File: src/rtl/div.sv
// Sequential unsigned restoring divider, one quotient bit per cycle, with mul-style handshake.
// Define DIV_ZERO_FLAG_EN to add a registered div_zero flag delivered alongside each result.
module div #(
    parameter int unsigned DATA_WIDTH = 32,
    parameter int unsigned RES_WIDTH  = 64,
    parameter int unsigned CNT_WIDTH  = 7
) (
    input  logic                  clk,
    input  logic                  reset,
    input  logic                  rd_en,
    input  logic                  wr_en,
    input  logic [RES_WIDTH-1:0]  wr_dividend,
    input  logic [DATA_WIDTH-1:0] wr_divisor,
    output logic [RES_WIDTH-1:0]  rd_quot,
    output logic [DATA_WIDTH-1:0] rd_rem,
    output logic                  wr_ready,
    output logic                  rd_ready,
    output logic                  rd_val
`ifdef DIV_ZERO_FLAG_EN
    ,
    output logic                  div_zero
`endif
);

    typedef enum logic [1:0] {StIdle, StCalc, StDone} state_e;

    state_e                state_q;
    logic [RES_WIDTH-1:0]  quot_q;
    logic [DATA_WIDTH-1:0] rem_q;
    logic [DATA_WIDTH-1:0] divisor_q;
    logic [CNT_WIDTH-1:0]  cnt_q;
`ifdef DIV_ZERO_FLAG_EN
    logic                  zero_q;
`endif

    logic [DATA_WIDTH:0]   shifted;
    logic                  trial_ok;
    logic [DATA_WIDTH-1:0] rem_step;
    logic [RES_WIDTH-1:0]  quot_step;
    logic                  last_iter;

    // The partial remainder is always below the divisor, so after the shift it
    // fits in DATA_WIDTH+1 bits and the kept difference fits in DATA_WIDTH bits.
    always_comb begin
        shifted   = {rem_q, quot_q[RES_WIDTH-1]};
        trial_ok  = shifted >= {1'b0, divisor_q};
        rem_step  = trial_ok ? DATA_WIDTH'(shifted - {1'b0, divisor_q})
                             : shifted[DATA_WIDTH-1:0];
        quot_step = {quot_q[RES_WIDTH-2:0], trial_ok};
        last_iter = (cnt_q == CNT_WIDTH'(RES_WIDTH - 1));
    end

    assign wr_ready = (state_q == StIdle);
    assign rd_ready = (state_q == StDone);

    always_ff @(posedge clk or negedge reset) begin
        if (!reset) begin
            state_q   <= StIdle;
            quot_q    <= '0;
            rem_q     <= '0;
            divisor_q <= '0;
            cnt_q     <= '0;
            rd_quot   <= '0;
            rd_rem    <= '0;
            rd_val    <= 1'b0;
`ifdef DIV_ZERO_FLAG_EN
            zero_q    <= 1'b0;
            div_zero  <= 1'b0;
`endif
        end else begin
            rd_val <= 1'b0;
            unique case (state_q)
                StIdle: begin
                    if (wr_en) begin
                        divisor_q <= wr_divisor;
                        cnt_q     <= '0;
                        if (wr_divisor == '0) begin
                            quot_q  <= '1;
                            rem_q   <= wr_dividend[DATA_WIDTH-1:0];
                            state_q <= StDone;
`ifdef DIV_ZERO_FLAG_EN
                            zero_q  <= 1'b1;
`endif
                        end else begin
                            quot_q  <= wr_dividend;
                            rem_q   <= '0;
                            state_q <= StCalc;
`ifdef DIV_ZERO_FLAG_EN
                            zero_q  <= 1'b0;
`endif
                        end
                    end
                end
                StCalc: begin
                    quot_q <= quot_step;
                    rem_q  <= rem_step;
                    cnt_q  <= cnt_q + CNT_WIDTH'(1);
                    if (last_iter) begin
                        state_q <= StDone;
                    end
                end
                StDone: begin
                    if (rd_en) begin
                        rd_quot  <= quot_q;
                        rd_rem   <= rem_q;
                        rd_val   <= 1'b1;
                        state_q  <= StIdle;
`ifdef DIV_ZERO_FLAG_EN
                        div_zero <= zero_q;
`endif
                    end
                end
                default: state_q <= StIdle;
            endcase
        end
    end

endmodule
File: config.mk
export PLATFORM = sky130hd
export DESIGN_NAME = div
export DESIGN_NICKNAME = d
export VERILOG_FILES = /design/src/rtl/div.sv
export SDC_FILE = /design/constraint.sdc
export NUM_CORES = 1
export LEC_CHECK = 0
export CAP_MARGIN = 20
export CORE_MARGIN = 1.5
export CORE_UTILIZATION = 58
export CTS_CLUSTER_DIAMETER = 150
export DETAILED_ROUTE_END_ITERATION = 6
export HOLD_SLACK_MARGIN = 0.15
export PLACE_DENSITY = 0.95
export SLEW_MARGIN = 10
export SYNTH_ARGS = -nofsm -noshare
export SYNTH_HDL_FRONTEND = slang
export SYNTH_SLANG_ARGS = --single-unit
File: constraint.sdc
create_clock -name clk -period 7.8 [get_ports clk]
set_input_delay 1.17 -clock clk [delete_from_list [all_inputs] [get_ports clk]]
set_output_delay 1.17 -clock clk [all_outputs]
set_load 0.01 [all_outputs]
==> qor.txt <==
I/O pin count - 199
Clk Latency, worst-skew pair - 0.53 ns
critical path arrival - 4.39 ns
Post-DRT Antenna Nets - 0
register area share after synthesis - 50.1%
clock root buffer master - clkbuf_16
crit path launch - wr_en
share of the synthesized area in the top cell type - 50.1%
drt wl/cell - 20.4 µm
synth warn - 0
CTS Sinks - 234
fin crit share - 51.1%
# fillers - 1289
H-tree depth - 1
Port Buffer Count - 198
Clock transition at path regs - 0.06 ns
R2R depth - 10
Mapped Cells - 1161
crit path time final - 3.99 ns
Critical Path Sink Type - flop
Sum Neg Setup Slack - 0 ns
Worst EP required - 8.20 ns
CTS Buf Count - 25
# hold bufs at CTS - 0
antenna violations before repair - 2
worst setup path category - in -> reg
slowest CP cell - buf_4
clock network power share - 19.5%
Final Hold Vio Count - 0
share of cells above drive strength 1 - 12.1%
global-route wire length before repair - 52600 µm
CTS tree - built
CP Capture Point - quot_q[11]$_DFFE_PN0P_
internal power - 3610 µW
GR Overflow Total - 0
vias post-DR - 10100
sequential share of power - 31.4%
CP peak stage delay - 0.78 ns
Power Total - 6220 µW
post-layout util - 74.9%
HP Class - reg -> reg
largest net degree at the start of global routing - 121
row cnt - 51
top cells by area, synth - dfrtp_1 50%, mux2_2 9.2%, nand2_1 3.7%
via/cell ratio - 6.26
sw frac - 41.9%
final-report setup violation count - 0
worst r2r src - rem_q[9]$_DFFE_PN0P_
Tightest Pin Transition - 1.18 ns
DP HPWL - 22400 µm
via count of the first global-routing pass - 10100
worst vdd ir - 0.237 mV
syn_nets - 1295
DRC Markers - 0
DIE AREA - 0.0210 mm²
area delta synth->final - 25.5%
Initial Util - 59.7%
crit-path max FO - 120
Avg Inst Size Synth - 10.1 µm²
critical path's top delay family - buffers and inverters
Buffers & Inverters on Critical Path - 3
flop2flop setup slack - 4.06 ns
post-cts gate resize count - 0
Synth async-reset ratio - 100%
wirelength, routed - 32800 µm
worst relative slew slack - 21.5%
cell area after synthesis - 0.0117 mm²
Yosys top cell by area - dfrtp_1
library cells used by synthesis - 60
drt pass-1 iters - 5
nets - 1458
#FFs+latches synth - 234
EDFF count, synth - 0
gpl congestion - 0.962
leakage - 0.00676 µW
DIE HEIGHT - 145 µm
Hold WS - 0.499 ns
postcts setup bufs - 0
Psw - 2610 µW
First DRT Iteration DRCs - 782
max-cap viol count - 0
Total GRT Usage - 30.9%
worst-case clock buffer depth - 3
Core ar. - 0.0196 mm²
Crit path depth - 8
status - finished, final reports clean
CP cell instances - clkdlybuf4s50_1, o21ai_4, buf_4, nor2_4, buf_4, nand2b_1, nor2_1, nor2_1
pwr dens - 423 mW/mm²
RSZ-0062 raised after global routing - false
Gate power share - 49.1%
RR Endpoint - rem_q[8]$_DFFE_PN0P_
ys flop type - dfrtp_1
Max Fclk - 251 MHz
Die Wd - 145 µm
clk_skew - 0.0128 ns
Slew Limit Fails - 0
Startpoint Class - primary input
==> layer usage <==
metal,part of all wire (%),global-route usage (%),vias up,wire length (µm)
li1,-,-,4505,-
met1,38,39.2,4947,12600
met2,48,50.8,518,15700
met3,9.6,7.36,116,3150
met4,4.4,13.1,0,1440
met5,0,0,-,0
==> cells by family after synthesis <==
logic type / share of synthesized area (%)
AOI/OAI and AO/OA: 17.4
and+or+nand+nor: 12.3
DFF: 50.1
buffers and inverters: 4.11
muxes: 10.8
adders and majority gates: 3.70
xor gates and xnor gates: 1.65
==> sequential cells by signal, summed over array words and instances, names as in the netlist <==
name / count
quot_q: 64
rem_q: 32
divisor_q: 32
state_q: 2
rd_rem: 32
rd_val: 1
rd_quot: 64
cnt_q: 7
==> worst min path at each step <==
stage	cells after the start	from	endpoint
6_report	2	rd_quot[63]$_DFFE_PN0P_	rd_quot[63]$_DFFE_PN0P_
5_1_grt	1	rd_quot[58]$_DFFE_PN0P_	rd_quot[58]$_DFFE_PN0P_
4_1_cts	2	rd_quot[63]$_DFFE_PN0P_	rd_quot[63]$_DFFE_PN0P_
3_5_place_dp	2	rd_quot[63]$_DFFE_PN0P_	rd_quot[63]$_DFFE_PN0P_
3_3_place_gp	2	rd_rem[13]$_DFFE_PN0P_	rd_rem[13]$_DFFE_PN0P_
2_1_floorplan	1	cnt_q[5]$_DFFE_PN0P_	cnt_q[5]$_DFFE_PN0P_
==> area by class of cell <==
type,instances,area (µm²),share of cell area [%]
Inverter,45,169,1.15
Tap cell,265,332,2.26
Sequential cell,234,5860,39.9
Antenna cell,2,5.00,0.0341
Timing Repair Buffer,209,2080,14.2
Multi-Input combinational cell,809,5410,36.8
Clock buffer,35,693,4.72
Clock inverter,11,140,0.954
==> stage by stage <==
| stage | instances | area, µm² | setup slack [ns] |
|---|---|---|---|
| after floorplan | 1161 | 11700 | 4.97 |
| after global placement | 1561 | 13800 | 3.57 |
| after detailed placement | 1561 | 13800 | 3.42 |
| after CTS | 1607 | 14700 | 3.90 |
| after global routing | 1609 | 14700 | 3.66 |
| final | 1610 | 14700 | 3.81 |
==> power by group through the flow <==
stage,Sequential (µW),Combinational (µW),Clock [µW]
after floorplan,1820,2380,0
after global placement,1930,2840,0
after detailed placement,1950,2960,0
after CTS,1940,3000,1220
after global routing,1990,3370,1270
final,1950,3050,1210
==> worst register-to-register path: cells and delay by family, from the launching register on <==
| kind | cells | cell delay (ns) |
|---|---|---|
| and+or+nand+nor | 4 | 1.23 |
| DFF | 1 | 0.43 |
| AOI/OAI and AO/OA | 3 | 0.84 |
| adders and majority gates | 1 | 0.46 |
| muxes | 1 | 0.24 |
| buffers and inverters | 1 | 0.39 |
==> cell usage in the layout (no fill, tap or decap), drive strengths merged, types with 20 or more instances in the layout <==
master / n
a22oi: 43
inv: 47
o21ai: 103
o22ai: 26
nor2: 90
mux2: 96
a21oi: 56
clkbuf: 35
clkdlybuf4s50: 197
nand3: 24
nand2: 118
ha: 33
a21o: 20
dfrtp: 234
==> synth_stat cells (18+ instances only) <==
cell type / n
ha_1: 33
o22ai_1: 26
a21oi_1: 56
dfrtp_1: 234
a22oi_1: 43
nor2_1: 90
a21o_1: 20
mux2i_1: 18
nand2_1: 116
nor3_1: 19
clkbuf_1: 60
inv_1: 45
mux2_2: 96
o21ai_0: 85
o21ai_1: 18
nand3_1: 24
Power figures use the tool's default switching activity.
